===== config.mk =====
export PLATFORM = sky130hd
export DESIGN_NAME = aes_engine_arbiter
export DESIGN_NICKNAME = d
export VERILOG_FILES = /design/src/rtl/aes_engine_arbiter.sv
export SDC_FILE = /design/constraint.sdc
export NUM_CORES = 1
export LEC_CHECK = 0
export CAP_MARGIN = 20
export CORE_AREA = 2 2 259 261
export CTS_BUF_LIST = sky130_fd_sc_hd__clkbuf_8
export CTS_CLUSTER_DIAMETER = 60
export DETAILED_ROUTE_END_ITERATION = 16
export DIE_AREA = 0 0 261 263
export MAX_ROUTING_LAYER = met4
export PLACE_DENSITY_LB_ADDON = 0.15
export REMOVE_ABC_BUFFERS = 1
export SLEW_MARGIN = 25
export SYNTH_ARGS = -nofsm -noshare
export SYNTH_HDL_FRONTEND = slang
export SYNTH_SLANG_ARGS = --single-unit

===== constraint.sdc =====
create_clock -name clk -period 3.21 [get_ports clk]
set_input_delay 0.642 -clock clk [delete_from_list [all_inputs] [get_ports clk]]
set_output_delay 0.642 -clock clk [all_outputs]
set_load 0.05 [all_outputs]

===== src/rtl/aes_engine_arbiter.sv =====
// Two-channel round-robin front end for a byte-serial aes_engine core:
// serialises key/plaintext into the engine and reassembles the 16 ciphertext bytes.
module aes_engine_arbiter #(
  parameter int unsigned TIMEOUT_CYCLES = 1024
) (
  input  logic         clk,
  input  logic         rst_,
  input  logic         req0_valid,
  output logic         req0_ready,
  input  logic [127:0] req0_key,
  input  logic [127:0] req0_plain,
  input  logic         req1_valid,
  output logic         req1_ready,
  input  logic [127:0] req1_key,
  input  logic [127:0] req1_plain,
  output logic         rsp0_valid,
  input  logic         rsp0_ready,
  output logic         rsp1_valid,
  input  logic         rsp1_ready,
  output logic [127:0] rsp_cipher,
  output logic [7:0]   eng_din,
  output logic [1:0]   eng_cmd,
  input  logic         eng_ready,
  input  logic [7:0]   eng_dout,
  input  logic         eng_data_ok,
  output logic         grant_id,
  output logic         busy,
  output logic         timeout_err
);

  typedef enum logic [2:0] {
    S_IDLE, S_SEND_KEY, S_SEND_PT, S_WAIT_OUT, S_COLLECT, S_RESP
  } state_e;

  localparam logic [15:0] TMO_LAST = 16'(TIMEOUT_CYCLES - 1);

  state_e         state_q, state_d;
  logic [127:0]   key_q, key_d, pt_q, pt_d, cipher_q, cipher_d;
  logic [3:0]     cnt_q, cnt_d;
  logic [15:0]    tmo_q, tmo_d;
  logic           grant_q, grant_d, last_q, last_d;
  logic           win1;

  always_ff @(posedge clk or negedge rst_) begin
    if (!rst_) begin
      state_q  <= S_IDLE;
      key_q    <= '0;
      pt_q     <= '0;
      cipher_q <= '0;
      cnt_q    <= '0;
      tmo_q    <= '0;
      grant_q  <= 1'b0;
      last_q   <= 1'b1;
    end else begin
      state_q  <= state_d;
      key_q    <= key_d;
      pt_q     <= pt_d;
      cipher_q <= cipher_d;
      cnt_q    <= cnt_d;
      tmo_q    <= tmo_d;
      grant_q  <= grant_d;
      last_q   <= last_d;
    end
  end

  always_comb begin
    state_d     = state_q;
    key_d       = key_q;
    pt_d        = pt_q;
    cipher_d    = cipher_q;
    cnt_d       = cnt_q;
    tmo_d       = tmo_q;
    grant_d     = grant_q;
    last_d      = last_q;
    req0_ready  = 1'b0;
    req1_ready  = 1'b0;
    rsp0_valid  = 1'b0;
    rsp1_valid  = 1'b0;
    eng_cmd     = 2'b00;
    eng_din     = '0;
    timeout_err = 1'b0;
    // On a tie the channel not served last wins.
    win1 = req1_valid && (!req0_valid || !last_q);

    case (state_q)
      S_IDLE: begin
        if (req0_valid || req1_valid) begin
          req0_ready = !win1;
          req1_ready = win1;
          key_d      = win1 ? req1_key   : req0_key;
          pt_d       = win1 ? req1_plain : req0_plain;
          grant_d    = win1;
          last_d     = win1;
          cnt_d      = '0;
          state_d    = S_SEND_KEY;
        end
      end
      S_SEND_KEY, S_SEND_PT: begin
        // ~cnt selects byte 15-cnt, i.e. most-significant byte first.
        if (state_q == S_SEND_KEY) begin
          eng_cmd = 2'b01;
          eng_din = key_q[{~cnt_q, 3'b000} +: 8];
        end else begin
          eng_cmd = 2'b10;
          eng_din = pt_q[{~cnt_q, 3'b000} +: 8];
        end
        if (eng_ready) begin
          cnt_d = cnt_q + 4'd1;
          if (cnt_q == 4'd15) begin
            state_d = (state_q == S_SEND_KEY) ? S_SEND_PT : S_WAIT_OUT;
            tmo_d   = '0;
          end
        end
      end
      S_WAIT_OUT, S_COLLECT: begin
        if (eng_data_ok) begin
          cipher_d = {cipher_q[119:0], eng_dout};
          tmo_d    = '0;
          cnt_d    = cnt_q + 4'd1;
          if (state_q == S_WAIT_OUT)
            state_d = S_COLLECT;
          else if (cnt_q == 4'd15)
            state_d = S_RESP;
        end else if (tmo_q == TMO_LAST) begin
          timeout_err = 1'b1;
          state_d     = S_IDLE;
        end else begin
          tmo_d = tmo_q + 16'd1;
        end
      end
      S_RESP: begin
        rsp0_valid = !grant_q;
        rsp1_valid = grant_q;
        if (grant_q ? rsp1_ready : rsp0_ready)
          state_d = S_IDLE;
      end
      default: state_d = S_IDLE;
    endcase
  end

  assign rsp_cipher = cipher_q;
  assign grant_id   = grant_q;
  assign busy       = (state_q != S_IDLE);

endmodule


# Word level (Yosys, flattened, before mapping)
# Index checks and enable logic that the tools add are counted.
# classes
n_reduce_logical	18
bitwise	1
n_mux	35
shifts	2
eq_ne	15
add_sub_neg	2
# ops
op	n
128-bit 2-to-1 mux	2
128-bit by 8-bit indexed part select with 8-bit output	2
16-bit 2-to-1 mux	4
16-bit case mux with 2 select lines	1
3-bit 2-to-1 mux	8
16-bit by 1-bit adder with 16-bit output (second input constant)	1
16-bit by 10-bit equality test with 1-bit output (second input constant)	1
8-bit 2-to-1 mux	2
4-bit 2-to-1 mux	3
3-bit case mux with 4 select lines	1
4-bit case mux with 3 select lines	1
1-bit 2-to-1 mux	11
2-bit != test (second input constant)	5
4-bit AND reduction	2
3-bit by 2-bit equality test with 1-bit output (second input constant)	2
3-bit equality test (second input constant)	2
3-bit != test (second input constant)	2
6-bit AND reduction	1
3-bit nonzero test	2
4-bit by 1-bit adder with 4-bit output (second input constant)	1
4-bit equality test (second input constant)	1
1-bit zero test	4
2-bit 2-to-1 mux	2
4-bit != test (second input constant)	1
8 further kinds	11
# word_totals
word_cells	81
output_inout_bits	145
inputBits	528
register_bits	409

# Logic depth before layout (Yosys ltp)
# depth
depth_word	6
ltp_mapped	9
depth_no_buf	6

# Worst setup path after synthesis
# No wires, ideal clock.
# synth_path
kind	reg2out
start	register state_q[2]
end	output eng_din[0]
setup_slack_ps	221
arrival_time_ps	2347
path_stages_with_launch	8
path_buffers	3
t_required_ps	2568
path_cell_list	dfrtp_1 -> or3b_1 -> clkbuf_1 -> buf_6 -> buf_6 -> mux4_2 -> a22oi_1 -> nand4_1
# synth_between
elab_chain_cells	3
word_cells_on_any_way	5
cone_classes	eq/ne (2); mux (2); reduce/logical (1)
# synth_lines
item	line	text
from (decl)	37	state_e state_q, state_d;
from (signal assigned)	55	state_q <= state_d;
3-bit by 1-bit equality test with 1-bit output or 3-bit by 2-bit equality test with 1-bit output (tied branches)	85, 100	
8-bit 2-to-1 mux or 2-bit OR reduction (tied branches)	100, 85	
8-bit 2-to-1 mux (*)	85	case (state_q)
to (decl)	21	output logic [7:0] eng_din,
# Every way passes the cells marked *; elsewhere a longest branch is shown, timed or not.

# Worst setup path in the final report
# layout_path
start	register state_q[2]
end	output eng_din[1]
# Same word-level chain as after synthesis.

==> results by stage <==
Pwr:
- The static leakage power is 12.9 nW.
- The total power density per cell area is 878 nW/um^2.
- The worst-case IR drop observed on VDD is 0.846 mV.

STA:
- At the pin with the least slew margin, the transition time is 1.49 ns.
- Setup repair after global routing could not meet its margin everywhere.
- The final critical delay including setup and external delays is 3.76 ns.
- The number of slew-limit violations in the final report is 0.
- The count of final hold-check violations is 0.
- The fmax is 266 MHz.
- The largest clock skew in the final design is 0.0272 ns.
- Summed over all failing endpoints, the final setup total negative slack is -3.94 ns.
- After layout, the worst path uses 117% of the clock period.
- Setup violations remaining at the end of the flow were counted as 8.
- The worst slew slack as a fraction of its limit is 0.893%.
- The worst-case setup margin in the final layout is -0.553 ns.

Placed design:
- The placed wire-length estimate is 55.5 mm.
- Before CTS, the worst setup slack after placement is -0.413 ns.
- The post-placement cell count is 3023.
- The count of buffers inserted at the top-level ports is 672.
- The last weighted congestion value of the routability-driven placer is 0.866.

Layout:
- The layout net count is 2794.
- The share of cells above drive strength 1 is 19.2%.
- Once layout is complete, the cells apart from fillers number 3227.
- Relative to the synthesized area, the layout overhead comes to 53.2%.

Yosys:
- The area share of the leading cell type in the synthesized netlist is 54.4%.
- The fraction of synthesis flops using an asynchronous set or reset pin is 100%.
- The share of the yosys chip area belonging to registers is 54.6%.
- The warning count from the yosys run is 0.
- The synthesized design contains 409 register bits.
- The synthesized netlist cell count is 1554.
- The most frequently used cell type in the post-synthesis netlist is sky130_fd_sc_hd__dfrtp_1.
- By area the synthesized netlist is led by sky130_fd_sc_hd__dfrtp_1, sky130_fd_sc_hd__a222oi_1, sky130_fd_sc_hd__mux2_2.
- The biggest area contributor in the post-synthesis netlist is sky130_fd_sc_hd__dfrtp_1.
- Counting flops with a built-in enable in the synthesized netlist gives 0.
- Sorting the synthesized cells by how often they occur yields sky130_fd_sc_hd__dfrtp_1, sky130_fd_sc_hd__inv_1, sky130_fd_sc_hd__a222oi_1.
- The post-synth design cell area is 18800 um^2.
- The average cell area after synthesis is 12.1 um^2.
- The post-synthesis cell type count is 58.
- Among all flip-flop cells after synthesis, the most frequent one is sky130_fd_sc_hd__dfrtp_1.

Min path:
- In this run the most critical hold path is launched from rsp_cipher[122].
- Counting instances, the worst hold path has a depth of 1.
- The classification of the worst-slack hold path is flop to flop.

Detailed routing:
- Using the TritonRoute via totals, the vias-per-cell ratio works out to 5.15.
- The detailed-routing iteration count for the pre-antenna-repair pass is 10.
- In the routed design, unresolved DRC markers number 0.
- In this run, the number of DRC markers left after iteration 0 of detailed routing was 1904.
- Wires add up to 77.1 mm.
- The detail route stage leaves a number of antenna-violating nets equal to 0.
- The detailed-route wire length per cell is 23.9 um.
- The vias after detailed routing is 16600.

Floorplan:
- During I/O placement, the number of pins put on the boundary was 673.
- From left edge to right edge, the die measures 261 um.
- The die covers 68600 um^2.
- The effective utilization at floorplan is 28.6%.
- The die height is 263 um.
- After floorplanning, the core was divided into 94 placement rows.
- The core region is 65600 um^2.

CTS:
- Clock tree synthesis inserted a total of 80 buffers.
- The H-tree was split into 3 levels.
- TritonCTS built the clock tree.
- The clock-pin slew of the registers on the worst-case setup and hold paths is 0.06 ns.
- The source-to-sink clock delay at the later pin of the worst-skew pair is 0.68 ns.
- The buffer depth of the longest clock path is 3.
- The clock drives 409 sinks.
- The library cell used as clock root buffer is sky130_fd_sc_hd__clkbuf_8.

Outcome:
- The checks that failed: setup timing.
- The flow ran to the end, but the final reports show violations.

Worst setup path:
- The most critical setup path has its startpoint at state_q[2].
- STA puts the critical path data required time at 2.57 ns.
- The worst register-to-register path has a depth of 6.
- STA classifies the critical path endpoint as an output port.
- The kind of critical path is flop to output port.
- The arrival time of the worst setup path is 3.12 ns.
- The nature of the critical path startpoint is a flop.
- The worst-path maximum fanout is 7.
- The startpoint of the lowest-slack register-to-register path is state_q[0].

GRT:
- The overall track demand over capacity in global routing is 22.4%.
- The initial antenna violation count is 41.
- The first global-routing pass estimated 111 mm of wire.
- The via count of the first global-routing pass is 16800.
- Entering global routing, the biggest net connects 205 pins.
- Summed over all layers, the global routing overflow is 0.

Job:
- The number of max-cap violations is 0.
cell usage in the layout (no fill, tap or decap), types with 4 or more instances in the layout:
cell and n:
sky130_fd_sc_hd__clkdlybuf4s50_1 656, sky130_fd_sc_hd__dfrtp_1 407, sky130_fd_sc_hd__inv_1 237, sky130_fd_sc_hd__a222oi_1 202
sky130_fd_sc_hd__nand2_1 132, sky130_fd_sc_hd__mux2_2 128, sky130_fd_sc_hd__clkbuf_8 94, sky130_fd_sc_hd__mux4_2 64
sky130_fd_sc_hd__nor2_1 62, sky130_fd_sc_hd__buf_4 62, sky130_fd_sc_hd__a31oi_1 54, sky130_fd_sc_hd__diode_2 38
sky130_fd_sc_hd__buf_12 16, sky130_fd_sc_hd__nand4_1 15, sky130_fd_sc_hd__o21ai_0 15, sky130_fd_sc_hd__a22oi_1 14
sky130_fd_sc_hd__buf_6 14, sky130_fd_sc_hd__a21oi_1 13, sky130_fd_sc_hd__or3_1 13, sky130_fd_sc_hd__clkinv_2 9
sky130_fd_sc_hd__a22o_1 8, sky130_fd_sc_hd__nand3_1 8, sky130_fd_sc_hd__a21oi_2 7, sky130_fd_sc_hd__or4_1 6
sky130_fd_sc_hd__o211ai_1 5, sky130_fd_sc_hd__clkinvlp_4 5, sky130_fd_sc_hd__nor4b_2 4, sky130_fd_sc_hd__o21ai_2 4
sky130_fd_sc_hd__inv_8 4
sequential cells by signal (all words and copies together), names as in the netlist:
| name | count |
|---|---|
| rsp_cipher | 128 |
| grant_id | 1 |
| key_q | 128 |
| pt_q | 128 |
| last_q | 1 |
| tmo_q | 16 |
| state_q | 3 |
| cnt_q | 4 |
timing repair:
item / CTS / global route
gates cloned: 0 / 1
hold buffers: 1 / 0
hold endpoints to repair: 51 / 0
pin swaps: 10 / 12
setup buffers: 5 / 18
setup endpoints to repair: 13 / 12
gates resized for setup: 22 / 14
power breakdown:
group	switching [mW]	internal [mW]	total, mW	leakage, nW
Clock	2.41	2.94	5.35	0.930
Sequential	1.33	6.99	8.32	5.18
Combinational	5.97	5.57	11.5	6.83
metal layers:
metal	share of wire, %	global-route usage, %	vias to the layer above
met5	0	-	-
met4	3.5	10.8	0
met3	7.5	4.80	151
met2	49	35.2	776
met1	39	27.2	8318
li1	-	-	7387
worst max-delay path, cell delays in order, from the launching register on:
cell,delay [ns]
sky130_fd_sc_hd__dfrtp_1,0.37
sky130_fd_sc_hd__or3b_4,0.48
sky130_fd_sc_hd__buf_12,0.18
sky130_fd_sc_hd__buf_8,0.12
sky130_fd_sc_hd__mux4_2,0.41
sky130_fd_sc_hd__a22o_1,0.21
sky130_fd_sc_hd__a21oi_1,0.12
sky130_fd_sc_hd__buf_4,0.16
sky130_fd_sc_hd__nand4_1,0.17
sky130_fd_sc_hd__buf_6,0.22
through the flow:
step | power (mW) | util, % | cell area [um^2] | hold WS, ns
final | 25.2 | 43.8 | 28700 | 0.503
after global routing | 26.8 | 43.8 | 28700 | 0.497
after CTS | 25.1 | 43.3 | 28400 | 0.454
after detailed placement | 19.3 | 40.6 | 26700 | 0.493
after global placement | 19.1 | 40.6 | 26700 | 0.480
after floorplan | 14.7 | - | 18100 | 0.346
path summary, 6_finish.rpt:
kind / end / slack [ns]
worst max-delay path: eng_din[1] / -0.55
worst min-delay path: rsp_cipher[122] / 0.50
worst max register to register: key_q[17] / 0.33
worst min register to register: rsp_cipher[122] / 0.50
max in group asynchronous: pt_q[5] / 1.76
min in group asynchronous: rsp_cipher[86] / 0.57
final cells by class:
type                       instances  area [um^2]
antenna                           38         95.1
clock buffer                      94         1290
clock inverter                    49          335
fill                            6145        36900
inverter                         210          788
multi-input combinational        806         7240
sequential                       409        10200
tap                              864         1080
timing repair buffer             757         7650
logic make-up (layout without fill, tap and decap cells):
kind of cell / after synthesis / after routing / synth area share, %
xor gates and xnor gates: 1 / 1 / 0.0868
adders and majority gates: 2 / 2 / 0.133
buffers and inverters: 339 / 1110 / 7.46
and+or+nand+nor: 269 / 269 / 6.53
AOI/OAI and AO/OA: 339 / 339 / 15.7
muxes: 195 / 195 / 15.5
other: 0 / 38 / 0
DFF: 409 / 409 / 54.6
(Power assumes the default switching activity.)
